`src/rtl/seq_multiplier.sv`:
```
// Iterative shift-add multiplier: one multiplier bit per cycle, LSB first,
// with optional two's complement operands handled by sign/magnitude.
module seq_multiplier #(
  parameter int WIDTH = 8
) (
  input  logic               clk,
  input  logic               rst_n,
  input  logic               in_valid,
  output logic               in_ready,
  input  logic [WIDTH-1:0]   inp1,
  input  logic [WIDTH-1:0]   inp2,
  input  logic               is_signed,
  output logic               out_valid,
  input  logic               out_ready,
  output logic [2*WIDTH-1:0] product,
  output logic               busy,
  output logic [1:0]         dbg_state
);

  // Handshakes: a transfer happens on a rising clk edge where valid && ready;
  // valid never drops until that transfer, and both ready and valid come only
  // from the registered state.
  typedef enum logic [1:0] {IDLE = 2'd0, CALC = 2'd1, DONE = 2'd2} state_t;

  localparam int CW = $clog2(WIDTH + 1);

  state_t               state, state_nx;
  logic [WIDTH:0]       mcand;
  logic [WIDTH:0]       mplier;
  logic [2*WIDTH-1:0]   acc;
  logic [CW-1:0]        cnt;
  logic                 neg_flag;

  logic [WIDTH:0]       mag1, mag2;
  logic [WIDTH:0]       sum;
  logic [2*WIDTH-1:0]   acc_nx;

  // WIDTH+1 bits keep the magnitude of the most negative operand exact.
  assign mag1 = (is_signed && inp1[WIDTH-1]) ? ((WIDTH+1)'(0) - {inp1[WIDTH-1], inp1})
                                             : {1'b0, inp1};
  assign mag2 = (is_signed && inp2[WIDTH-1]) ? ((WIDTH+1)'(0) - {inp2[WIDTH-1], inp2})
                                             : {1'b0, inp2};

  // Magnitude product never reaches 2^(2*WIDTH), so the carry fits in sum.
  assign sum    = {1'b0, acc[2*WIDTH-1:WIDTH]} + (mplier[0] ? mcand : '0);
  assign acc_nx = {sum, acc[WIDTH-1:1]};

  always_ff @(posedge clk or negedge rst_n) begin
    if (!rst_n) begin
      state    <= IDLE;
      mcand    <= '0;
      mplier   <= '0;
      acc      <= '0;
      cnt      <= '0;
      neg_flag <= 1'b0;
      product  <= '0;
    end else begin
      state <= state_nx;
      case (state)
        IDLE: begin
          if (in_valid) begin
            mcand    <= mag1;
            mplier   <= mag2;
            neg_flag <= is_signed && (inp1[WIDTH-1] ^ inp2[WIDTH-1]);
            acc      <= '0;
            cnt      <= CW'(WIDTH);
          end
        end
        CALC: begin
          acc    <= acc_nx;
          mplier <= {1'b0, mplier[WIDTH:1]};
          cnt    <= cnt - CW'(1);
          if (cnt == CW'(1))
            product <= neg_flag ? ((2*WIDTH)'(0) - acc_nx) : acc_nx;
        end
        default: ;
      endcase
    end
  end

  always_comb begin
    state_nx  = state;
    in_ready  = 1'b0;
    out_valid = 1'b0;
    case (state)
      IDLE: begin
        in_ready = 1'b1;
        if (in_valid) state_nx = CALC;
      end
      CALC: begin
        if (cnt == CW'(1)) state_nx = DONE;
      end
      DONE: begin
        out_valid = 1'b1;
        if (out_ready) state_nx = IDLE;
      end
      default: state_nx = IDLE;
    endcase
  end

  assign busy      = (state != IDLE);
  assign dbg_state = state;

endmodule

```
`config.mk`:
```
export PLATFORM = sky130hd
export DESIGN_NAME = seq_multiplier
export DESIGN_NICKNAME = d
export VERILOG_FILES = /design/src/rtl/seq_multiplier.sv
export SDC_FILE = /design/constraint.sdc
export NUM_CORES = 1
export LEC_CHECK = 0
export BUFFER_PORTS_ARGS = -buffer_cell sky130_fd_sc_hd__buf_4
export CAP_MARGIN = 5
export CELL_PAD_IN_SITES_DETAIL_PLACEMENT = 2
export CELL_PAD_IN_SITES_GLOBAL_PLACEMENT = 2
export CORE_MARGIN = 3
export CORE_UTILIZATION = 35
export CTS_CLUSTER_DIAMETER = 80
export DETAILED_ROUTE_END_ITERATION = 8
export PLACE_DENSITY_LB_ADDON = 0.1
export RECOVER_POWER = 25
export SYNTH_ARGS = -nofsm -noshare
export SYNTH_HDL_FRONTEND = slang
export SYNTH_SLANG_ARGS = --single-unit
```
`constraint.sdc`:
```
create_clock -name clk -period 3.4 [get_ports clk]
set_input_delay 0.17 -clock clk [delete_from_list [all_inputs] [get_ports clk]]
set_output_delay 0.17 -clock clk [all_outputs]
set_load 0.02 [all_outputs]
```
Yosys cells after proc, flatten, opt, wreduce, memory -nomap -nowiden
Cells that the tools add are included. Widths: inputs -> output; s select.

Register bits after elaboration: 57. Bits of input ports: 21. Output and inout bits: 21.

$add $sub $neg: 5. Eq/ne operators: 6. Mux-type cells: 16. Bitwise operators: 1. Reduce and logical (&&, ||, !) cells: 10.

Operators by type and width (count): $mux 9 (4); $mux 16 (2); $pmux 16 s2 (1); $pmux 9 s2 (1); $sub 1x8->9 const A (2); $sub 1x16->16 const A (1); $add 8x9->9 (1); $pmux 4 s2 (1); $mux 2 (3); $ne 2x2->1 const B (3); $pmux 2 s3 (1); $reduce_and 2->1 (3); $eq 4x1->1 const B (1); $mux 4 (1); $reduce_bool 2->1 (2); $sub 4x1->4 const B (1); $logic_and 1x1->1 (3); $reduce_and 3->1 (1); $eq 2x1->1 const B (1); $eq 2x2->1 const B (1); $logic_not 2->1 (1); $mux 1 (2); $xor 1x1->1 (1).

Logic depth before layout (Yosys ltp)
Word-level depth: 4. Depth in mapped cells: 10. Mapped depth without buffers: 10.

Worst setup path before layout
Ideal clock, no wire load.

Path type: reg2reg. From: register mplier[0]. To: register product[14]. Arrival time: 2.458 ns. Setup slack: 0.813 ns. Cell stages (with the launch flop): 10. Clock period less this slack: 2.587 ns. Path through: dfrtp_1 > and2_1 > ha_1 > fa_1 > a31o_2 > xor2_2 > or3_4 > o41ai_2 > xnor2_1 > o21ai_1.

Longest elaborated chain between the ends: 4.

Ends and longest elaborated chain: start, declared (line 29) `logic [WIDTH:0] mplier;`; start signal, assigned (line 63) `mplier <= mag2;`; start signal, assigned (line 71) `mplier <= {1'b0, mplier[WIDTH:1]};`; $mux 9 * (line 45) `assign sum = {1'b0, acc[2*WIDTH-1:WIDTH]} + (mplier[0] ? mcand : '0);`; $add 8x9->9 * (line 45); $sub 1x16->16 (line 74) `product <= neg_flag ? ((2*WIDTH)'(0) - acc_nx) : acc_nx;`; $mux 16 * (line 74); end signal, assigned (line 74); end, declared (line 15) `output logic [2*WIDTH-1:0] product,`.

Mark *: on every way between the ends. The rest lies on a longest branch, timed or not. A chain may end at the register's enable or synchronous reset.

Final worst setup path
Ends and elaborated chain as after synthesis.

==> results.md <==
* Final-stage net count at 417
* Clock buffer count from CTS at 5
* Leakage power at 1.68 nW
* Synth cell types at 39
* Minimum clock period at 2.82 ns
* Antenna violations before repair at 0
* #FFs+latches synth at 56
* WS Path Type: reg2reg
* TritonCTS clock tree: done
* Headroom to the max-slew limit at 6.10%
* Period utilisation layout at between 80% and 90%
* CTS Sinks at 56
* Ys async rst share at between 90% and 100%
* Post-Syn Nets at 380
* DRT iter0 DRCs at 76
* Via density per instance at between 5 and 6
* Final GP Congestion at 0.720
* Critical Path AT at 2.99 ns
* Status: complete, no violations
* Count leader, synth: nand2_1
* CTS Root Cell: clkbuf_8
* Crit path max fanout at 10
* Worst-margin pin slew at around 1.4 ns
* RSZ-0062 raised after global routing: no
* Share of layout cells above drive strength 1 at between 10% and 20%
* Global Route Usage Sum at 16.4%
* Starting Density at 37.0%
* Post-synthesis instance total at 345
* IO Port Bufs at a little over 40
* Worst endpoint required time at between 3 and 4 ns
* Setup TNS at 0 ns
* Max Buffers Root-to-Sink at 2
* Logic pwr share at between 50% and 60%
* Synth area leader: dfrtp_1
* Maxcap violations at 0
* Top post-synthesis cells by count: nand2_1, dfrtp_1, o21ai_0
* Pre-antenna DRT Iters at 4
* Share of total power in the clock network at 11.8%
* Max Clock Skew at 0.00675 ns
* Vias in the first global route at between 2k and 3k
* Final Max Slew Viols at 0
* Post-synth EDFFs at 0
* Die W at 100 um
* Seq/Total Area, Yosys at between 40% and 50%
* Hold Path Class: in2reg
* Ant diodes at 0
* Pin count of the biggest net entering global routing at 57
* Switching power at 1.46 mW
* Share of power burned in registers at 35.9%
* Reg clk slew, reported paths at ~0.10 ns
* DP Wirelength at roughly 5800 um
* Fin. Hold Viols at 0
* CP endpoint kind: flop
* Synthesized area at about 3100 um^2
* Peak supply drop at between 0.2 and 0.3 mV
* Post_cts resized at 0
* # rows at 33
* Sw Share at a little under half
* Post-synth top area share at 45.0%
* Chip height at 100 um
* # Post-CTS Setup Buffers at 0
* Largest cells by area after synthesis: dfrtp_1, o21ai_0, nand2_1
* Internal Power at 1.77 mW
* Synthesis Warnings at 0
* Boundary Pins at 42
* Clk Latency, worst-skew pair at 0.31 ns
* Total core area at 8420 um^2
* H-Tree Level Count at 2
* Avg WL per Cell at 15.9 um
* Number of routed nets with antenna violations at 0
* Setup crit start kind: flop
* DRT Wirelength at 7750 um
* Total number of vias at 2582
* Area delta synth->final at 16.1%
* CTS Hold Bufs at 1
* Power density over the cells at 895 nW/um^2
* # setup viols final at 0
* Remaining DRCs at 0
* Synth Flop Type: dfrtp_1
* First-pass GRT wire length at 13500 um
* Power, Total at 3.24 mW
* Fmax at 355 MHz
* Remaining global-route overflow at 0
* Syn Area/Cell at 9.03 um^2
* Die Area at 10100 um^2
sequential cells by signal, indices dropped and copies added (netlist names):
register,cells
mcand,9
dbg_state,2
mplier,9
neg_flag,1
acc,15
cnt,4
product,16
worst paths after layout:
check | startpoint | endpoint | slack (ns) | cells past startpoint
worst max-delay path | mplier[0] | product[14] | 0.58 | 9
worst min-delay path | out_ready | dbg_state[1] | 0.04 | 2
worst max register to register | mplier[0] | product[14] | 0.58 | 9
worst min register to register | mcand[2] | mcand[2] | 0.49 | 2
max in group asynchronous | rst_n | acc[6] | 1.84 | 2
min in group asynchronous | rst_n | product[3] | 0.72 | 2
kinds of logic (layout without fill, tap and decap cells):
logic type	Yosys count	count (layout)	synth area share, %
and+or+nand+nor	120	120	17.8
adders and majority gates	14	14	5.86
DFF	56	56	45.0
muxes	3	3	0.964
xor gates and xnor gates	31	31	9.55
AOI/OAI and AO/OA	91	91	17.2
buffers and inverters	30	68	3.61
placed cells by master, fill, tap and decap left out, types with 4 or more instances in the layout:
cell	synthesis	final
ha_1	13	13
o21ai_1	4	4
a21o_1	4	4
dfrtp_1	56	56
nand2_1	60	60
inv_1	16	16
nor3_1	7	7
nor2_1	11	11
and2_1	10	10
nand3_1	15	15
clkbuf_8	0	6
xnor2_1	15	15
buf_4	0	42
o31ai_1	4	4
a22oi_1	7	7
a31oi_1	6	6
o21ai_0	48	48
xor2_1	14	14
a21oi_1	10	10
per-stage QoR:
| step | setup slack, ns | instances | hold slack, ns | utilization (%) | instance area (um^2) |
|---|---|---|---|---|---|
| after global placement | 0.662 | 479 | 0.278 | 41.8 | 3520 |
| after floorplan | 0.813 | 345 | -0.126 | - | 3120 |
| after detailed placement | 0.584 | 479 | 0.282 | 41.8 | 3520 |
| after global routing | 0.360 | 488 | 0.0466 | 43.0 | 3620 |
| after CTS | 0.559 | 488 | 0.0273 | 43.0 | 3620 |
| final | 0.581 | 488 | 0.0412 | 43.0 | 3620 |
power by group through the flow:
stage	registers [mW]	logic, mW	clock network, mW
2_1_floorplan	1.22	1.11	0
3_3_place_gp	1.17	1.65	0
3_5_place_dp	1.19	1.72	0
4_1_cts	1.17	1.74	0.406
5_1_grt	1.21	1.92	0.422
6_report	1.16	1.69	0.384
area by class of cell:
class | instances | area, um^2
well taps | 105 | 131
clock buffers | 7 | 86.3
flip-flops and latches | 56 | 1400
clock inverters | 1 | 7.51
inverters | 16 | 60.1
fillers | 974 | 4800
multi-input cells | 259 | 1600
repair buffers | 44 | 330
metal layers:
layer,vias to the layer above,GRT usage (%),share of wire (%)
met3,2,2.08,3.2
met2,38,30.0,51
met5,-,0,0
met1,1287,20.4,45
met4,0,4.04,0.61
li1,1255,-,-
critical path, cell delays in order, from the launching register on:
cell and delay (ns):
dfrtp_1 0.48, and2_1 0.18, ha_1 0.20, fa_1 0.43, xnor2_1 0.31, nand2_1 0.17
or3_4 0.36, o41ai_2 0.32, xnor2_1 0.16, o21ai_1 0.07
No activity file was read; power rests on OpenSTA's default activity.
